File: config.mk
export PLATFORM = sky130hd
export DESIGN_NAME = hazard_controller
export DESIGN_NICKNAME = d
export VERILOG_FILES = /design/src/rtl/pipeline_ctrl_pkg.sv /design/src/rtl/hazard_controller_sat_counter.sv /design/src/rtl/hazard_controller.sv
export SDC_FILE = /design/constraint.sdc
export NUM_CORES = 1
export LEC_CHECK = 0
export CAP_MARGIN = 20
export CORE_ASPECT_RATIO = 0.75
export CORE_MARGIN = 5
export CORE_UTILIZATION = 38
export CTS_CLUSTER_SIZE = 40
export DETAILED_ROUTE_END_ITERATION = 12
export PLACE_DENSITY = 0.86
export SLEW_MARGIN = 20
export SYNTH_ARGS = -nofsm -noshare
export SYNTH_HDL_FRONTEND = slang
export SYNTH_SLANG_ARGS = --single-unit
File: constraint.sdc
create_clock -name clk -period 2.48 [get_ports clk]
set_input_delay 0.496 -clock clk [delete_from_list [all_inputs] [get_ports clk]]
set_output_delay 0.496 -clock clk [all_outputs]
set_load 0.05 [all_outputs]
File: src/rtl/pipeline_ctrl_pkg.sv
// Shared definitions for the pipeline sequencing controller:
// FSM state encoding, the hard-wired zero register and the default MDU watchdog.
package pipeline_ctrl_pkg;

    typedef enum logic [1:0] {
        RUN      = 2'b00,
        MDU_REQ  = 2'b01,
        MDU_WAIT = 2'b10,
        ABORT    = 2'b11
    } hazard_state_t;

    localparam logic [4:0]  REG_ZERO        = 5'd0;
    localparam int unsigned DEF_MDU_TIMEOUT = 64;
    localparam int unsigned WD_W            = 10;

endpackage

File: src/rtl/hazard_controller_sat_counter.sv
// Saturating up-counter: counts enabled cycles and holds at all-ones.
module sat_counter #(
    parameter int unsigned W = 32
) (
    input  logic         clk,
    input  logic         rst,
    input  logic         en,
    output logic [W-1:0] count
);

    localparam logic [W-1:0] ONE = W'(1);

    // Count enabled cycles, freezing once the counter reaches all-ones.
    always_ff @(posedge clk or posedge rst) begin
        if (rst) begin
            count <= '0;
        end else if (en && (count != '1)) begin
            count <= count + ONE;
        end
    end

endmodule

File: src/rtl/hazard_controller.sv
// Hazard / sequencing controller for the 5-stage pipeline.
// Stalls on unresolvable load-use hazards, flushes on taken branches in EX and
// sequences the multi-cycle MDU over req/ack/done with a watchdog.
// Build option: HAZARD_STATS_EN instantiates the stall/flush statistics counters;
// when undefined both counter ports read 0.
// Build option: DEBUG enables a check on illegal branch_taken_ex outside RUN.
module hazard_controller
    import pipeline_ctrl_pkg::*;
#(
    parameter int unsigned MDU_TIMEOUT = DEF_MDU_TIMEOUT,
    parameter int unsigned CNT_W       = 32
) (
    input  logic             clk,
    input  logic             rst,
    input  logic [4:0]       rs_id,
    input  logic [4:0]       rt_id,
    input  logic             uses_rt_id,
    input  logic             mdu_op_id,
    input  logic [4:0]       rt_ex,
    input  logic             memread_ex,
    input  logic             branch_taken_ex,
    input  logic             mdu_ack,
    input  logic             mdu_done,
    output logic             pc_write,
    output logic             ifid_write,
    output logic             ifid_flush,
    output logic             idex_bubble,
    output logic             mdu_req,
    output logic             mdu_timeout_err,
    output logic [1:0]       ctrl_state,
    output logic [CNT_W-1:0] stall_count,
    output logic [CNT_W-1:0] flush_count
);

    localparam logic [WD_W-1:0] WD_LAST = WD_W'(MDU_TIMEOUT - 1);
    localparam logic [WD_W-1:0] WD_ONE  = WD_W'(1);

    hazard_state_t   state, state_nx;
    logic [WD_W-1:0] watchdog, watchdog_nx;
    logic            load_use;

    assign load_use = memread_ex && (rt_ex != REG_ZERO) &&
                      ((rt_ex == rs_id) || (uses_rt_id && (rt_ex == rt_id)));

    assign ctrl_state = state;

    // Mealy control outputs and next-state selection.
    always_comb begin
        pc_write    = 1'b1;
        ifid_write  = 1'b1;
        ifid_flush  = 1'b0;
        idex_bubble = 1'b0;
        mdu_req     = 1'b0;
        state_nx    = state;
        watchdog_nx = watchdog;
        case (state)
            RUN: begin
                if (branch_taken_ex) begin
                    ifid_flush  = 1'b1;
                    idex_bubble = 1'b1;
                end else if (load_use) begin
                    pc_write    = 1'b0;
                    ifid_write  = 1'b0;
                    idex_bubble = 1'b1;
                end else if (mdu_op_id) begin
                    pc_write    = 1'b0;
                    ifid_write  = 1'b0;
                    idex_bubble = 1'b1;
                    state_nx    = MDU_REQ;
                end
            end
            MDU_REQ: begin
                pc_write    = 1'b0;
                ifid_write  = 1'b0;
                idex_bubble = 1'b1;
                mdu_req     = 1'b1;
                if (mdu_ack) begin
                    state_nx    = MDU_WAIT;
                    watchdog_nx = '0;
                end
            end
            MDU_WAIT: begin
                if (mdu_done) begin
                    // Release the front end this cycle so the op moves into EX.
                    state_nx = RUN;
                end else begin
                    pc_write    = 1'b0;
                    ifid_write  = 1'b0;
                    idex_bubble = 1'b1;
                    if (watchdog == WD_LAST) begin
                        state_nx = ABORT;
                    end else begin
                        watchdog_nx = watchdog + WD_ONE;
                    end
                end
            end
            ABORT: begin
                idex_bubble = 1'b1;
                state_nx    = RUN;
            end
            default: state_nx = RUN;
        endcase
    end

    // State, watchdog and sticky timeout flag; the flag rises as ABORT is entered.
    always_ff @(posedge clk or posedge rst) begin
        if (rst) begin
            state           <= RUN;
            watchdog        <= '0;
            mdu_timeout_err <= 1'b0;
        end else begin
            state    <= state_nx;
            watchdog <= watchdog_nx;
            if (state_nx == ABORT) begin
                mdu_timeout_err <= 1'b1;
            end
        end
    end

`ifdef HAZARD_STATS_EN
    sat_counter #(.W(CNT_W)) u_stall_cnt (
        .clk   (clk),
        .rst   (rst),
        .en    (!pc_write),
        .count (stall_count)
    );

    sat_counter #(.W(CNT_W)) u_flush_cnt (
        .clk   (clk),
        .rst   (rst),
        .en    (ifid_flush),
        .count (flush_count)
    );
`else
    assign stall_count = '0;
    assign flush_count = '0;
`endif

`ifdef DEBUG
    // EX only holds bubbles outside RUN, so a taken branch there is a pipeline bug.
    always_ff @(posedge clk) begin
        if (!rst && (state != RUN)) begin
            assert (!branch_taken_ex)
                else $error("hazard_controller: branch_taken_ex outside RUN");
        end
    end
`endif

endmodule
======== Yosys cells after proc, flatten, opt, wreduce, memory -nomap -nowiden ========
Cells that the tools add are included.
W data, S select, Z words.
storage, ports and cells
  bits in registers ....................... 13
  bits of input ports ..................... 23
  output and inout port bits .............. 72
  logic and storage cells ................. 47
cells by class
  add/sub/neg operators ................... 1
  equal/unequal tests ..................... 10
  muxes and demuxes ....................... 24
  reduce and logical (&&, ||, !) cells .... 9
operator list
  cell                     count
  $mux W10                 3
  $pmux W10 S2             1
  $mux W2                  6
  $mux W1                  11
  $add A10 B1 Y10 const B  1
  $eq A10 B6 Y1 const B    1
  $eq A5 B5 Y1             2
  $pmux W2 S4              1
  $eq A2 B2 Y1 const B     3
  $ne A2 B2 Y1 const B     3
  $pmux W1 S3              2
  $reduce_bool A5 Y1       1
  $reduce_and A4 Y1        1
  $logic_and A1 B1 Y1      3
  $eq A2 B1 Y1 const B     1
  $logic_not A2 Y1         1
  $reduce_bool A2 Y1       1
  $reduce_or A2 Y1         1
  $logic_or A1 B1 Y1       1

======== Longest topological paths before layout ========
  depth in word-level cells ............... 8
  gate-level depth with buffers ........... 7
  depth with buffers taken out ............ 6

======== Worst setup path before layout ========
Ideal clock, no wire load.
  kind .................................... register to output
  from .................................... register state[0] (netlist: ctrl_state[0])
  to ...................................... output port pc_write
  data arrival time ....................... 2.295 ns
  required time ........................... 1.984 ns
  slack ................................... -0.311 ns
  stages on the path, launching flop included .. 6
  buffers on the path ..................... 1
  path through ............................ dfrtp_1 -> inv_1 -> nor2_1 -> nor2_1 -> o31a_1 -> buf_4
between the ends
  longest elaborated chain between the ends .. 2
  elaborated cells between the ends (all ways) .. 4
  classes of those cells .................. eq/ne: 2; mux: 1; reduce/logical: 1
RTL lines
  item                                  line                      RTL
  from (decl)                           hazard_controller.sv:38   hazard_state_t state, state_nx;
  from (signal assigned)                hazard_controller.sv:112  state <= state_nx;
  $eq A2 B2 Y1 (tied with other cells)  -
  $pmux W1 S3 *                         -
  to (decl)                             hazard_controller.sv:24   output logic pc_write,
Every way passes the cells marked *; elsewhere a longest branch is shown, timed or not.

======== Final worst setup path ========
  from .................................... input port rt_ex[4]
  to ...................................... output port pc_write
between the ends
  longest elaborated chain between the ends .. 7
  elaborated cells between the ends (all ways) .. 10
  classes of those cells .................. eq/ne: 2; mux: 3; reduce/logical: 5
RTL lines
  item                   line                     RTL
  from (decl)            hazard_controller.sv:19  input logic [4:0] rt_ex,
  $eq A5 B5 Y1           hazard_controller.sv:43  ((rt_ex == rs_id) || (uses_rt_id && (rt_ex == rt_id)));
  $logic_and A1 B1 Y1    hazard_controller.sv:43
  $logic_or A1 B1 Y1     hazard_controller.sv:43
  $logic_and A1 B1 Y1 *  hazard_controller.sv:42  assign load_use = memread_ex && (rt_ex != REG_ZERO) &&
  $mux W1 *              hazard_controller.sv:61  end else if (load_use) begin
  $mux W1 *              hazard_controller.sv:58  if (branch_taken_ex) begin
  $pmux W1 S3 *          hazard_controller.sv:56  case (state)
Marked as above.

==> flow_metrics.tcl <==
set metrics [dict create \
    status "finished clean" \
    dpl_cell_area_sq_mm 0.00149 \
    hold_depth 1 \
    cp-start-kind "primary input" \
    total_power_mw 1.03 \
    synth_edf_count 0 \
    post-route-drc-count 0 \
    criticalPathCategory "primary input to output pin" \
    critical_path_buf_inv_count 2 \
    vias 972 \
    r2r_cells 5 \
    grt_usage_pct 10.8 \
    detail-route-antenna-nets 0 \
    grt_pass1_wl_mm 4.04 \
    maxCapViolations 0 \
    post-route-util_pct 45.7 \
    synth_top_area_share_pct 35.7 \
    p_per_area_mw_per_mm2 667 \
    grt_pass1_vias 798 \
    drv_slew 0 \
    tightest_slew_ns 0.571 \
    synth_seq_area_share_pct 23.8 \
    worst_setup_path_end_kind "output pin" \
    synth_cells 161 \
    ys_types 36 \
    grt_setup_unrepaired "false" \
    synth_top_area_cell "buf_4" \
    path_max_fanout 3 \
    synth_area_leaders "buf_4 (36%), dfrtp_1 (24%), xnor2_1 (8.3%)" \
    skew_ns 0.00407 \
    cts_root_buf "clkbuf_8" \
    slew_headroom_pct 61.7 \
    port_buffers 30 \
    worstPathArrival_ns 1.93 \
    die_area_sq_mm 0.00490 \
    wl_mm 2.88 \
    cts_sinks 13 \
    vias_per_cell 4.15 \
    fin_area_sq_mm 0.00154 \
    min_path_type "flip-flop to flip-flop" \
    gr-total-overflow 0 \
    htree_levels 1 \
    wl_per_cell_um 12.3 \
    period_minus_slack_ns 2.42 \
    num_rows 18 \
    cp_slowest_stage_delay_ns 0.48 \
    grt_start_max_net_pins 14 \
    syn_area_per_cell_sq_um 8.48 \
    cp_slowest_cell "or4_1" \
    chipHeight_um 61.9 \
    core_sq_mm 0.00338 \
    clk_path_buf_depth 2 \
    drt_first_iter_violations 33 \
    hpwl_mm 2.39 \
    first_pass_iters 4 \
    max_freq_ghz 0.413 \
    io_pins 95 \
    synth_area_sq_mm 0.00137 \
    drive_above_1_share_pct 12.9 \
    cts_buffers 3 \
    hold_violations 0 \
    p_leak_nw 0.746 \
    ir_drop_v 0.000295 \
    finalSetupViolations 0 \
    place.gp.congestion 0.766 \
    nets 219 \
    grt_antenna_before_repair 0 \
    synth_flop_cell "dfrtp_1" \
    ys_ff_latch 13 \
    async_flop_share_pct 100 \
    hold_buffers 0 \
    area_growth_pct 13.0 \
    fill_cells 340 \
    start_util_pct 40.4 \
    crit_cells 6 \
    cts_tree "yes" \
    crit_chain "clkdlybuf4s15_2 -> or4_1 -> o21a_1 -> a21oi_2 -> o31a_2 -> buf_12" \
    fin_crit_sh_pct 97.6 \
    die_x_um 79.2 \
    cts.reportedPaths.clkPinSlew_ns 0.05 \
    clk_latency_ns 0.25 \
    crit_required_ns 1.98 \
    critPathTopFamily "compound AO/OA/AOI/OAI gates" \
    whs_ns 0.465 \
    yosys_warnings 0 \
    n_antenna_cell 0 \
]
-- worst paths after layout --
kind                            slack, ns                         from                     endpoint
min in group asynchronous            0.59                          rst      watchdog[0]$_DFFE_PP0P_
worst max register to register       0.56      watchdog[6]$_DFFE_PP0P_      watchdog[9]$_DFFE_PP0P_
worst max-delay path                 0.06                     rt_ex[4]                     pc_write
worst min-delay path                 0.46  mdu_timeout_err$_DFFE_PP0N_  mdu_timeout_err$_DFFE_PP0N_
worst min register to register       0.46  mdu_timeout_err$_DFFE_PP0N_  mdu_timeout_err$_DFFE_PP0N_
max in group asynchronous            1.55                          rst      watchdog[9]$_DFFE_PP0P_
-- routing by layer --
layer,vias to the layer above,GRT usage [%],wire length (um)
met1,453,14.6,1200
met4,0,3.68,35
met3,4,2.74,182
met5,-,0,0
met2,32,17.1,1460
li1,483,-,-
-- report_power, final --
| part | switching (mW) | leakage [nW] | internal (mW) |
|---|---|---|---|
| clock network | 0.0759 | 0.0228 | 0.114 |
| logic | 0.411 | 0.545 | 0.153 |
| registers | 0.0396 | 0.179 | 0.237 |
-- through the flow --
stage / setup TNS [ns] / setup WS [ns] / cells
global route: 0 / 0.00459 / 234
CTS: 0 / 0.0118 / 233
detailed placement: -0.580 / -0.226 / 229
global placement: -0.510 / -0.210 / 229
floorplan: -0.00792 / -0.00792 / 224
finish: 0 / 0.0584 / 234
-- cell families (layout without fill, tap and decap cells) --
| family | after synthesis | count (layout) | share of synthesized area [%] |
|---|---|---|---|
| DFF | 13 | 13 | 23.8 |
| other | 1 | 64 | 0.275 |
| xor gates and xnor gates | 14 | 14 | 8.98 |
| adders and majority gates | 1 | 1 | 0.916 |
| AOI/OAI and AO/OA | 21 | 21 | 11.4 |
| buffers and inverters | 72 | 42 | 38.2 |
| muxes | 1 | 1 | 0.733 |
| and+or+nand+nor | 38 | 38 | 15.7 |
-- sequential cells by signal, indices dropped and copies added, names as in the netlist --
name and count:
ctrl_state 2, mdu_timeout_err 1, watchdog 10
-- placed cells by master (no fill, tap or decap), types with 3 or more instances in the layout --
cell type        synthesis  layout
o211ai_1                 4       4
clkbuf_8                 0       3
buf_12                   0       3
nand3_1                  7       7
dlygate4sd2_1            0      11
buf_4                   65       5
nor3_1                   3       3
nor2_1                   7       6
o31ai_1                  4       4
a21oi_1                  4       3
clkdlybuf4s50_1          0      10
conb_1                   1      64
nand2_1                  7       7
inv_1                    5       5
dfrtp_1                 13      13
xnor2_1                 13      12
-- cell type report --
type	instances	area, sq um	area share, %
tap	40	50.0	3.24
timing repair buffer	33	328	21.2
clock buffer	4	45.0	2.92
inverter	5	18.8	1.22
multi-input combinational	139	776	50.3
sequential	13	325	21.1
-- synthesized netlist by cell type (2+ instances only) --
cell type  count
or4_1          2
xnor2_1       13
buf_4         65
a21oi_1        4
nor3_1         3
o31ai_1        4
o211ai_1       4
or2_2          2
dfrtp_1       13
nor3b_1        2
nand2_1        7
o21ai_1        2
nand3_1        7
nor2_1         7
inv_1          5
-- repair_timing --
action / in CTS / in global routing
setup endpoints to repair: 3 / 2
pin swaps: 15 / 7
setup buffers: 0 / 1
gates resized for setup: 22 / 3
Note: power is estimated with default switching activity, not from simulation.
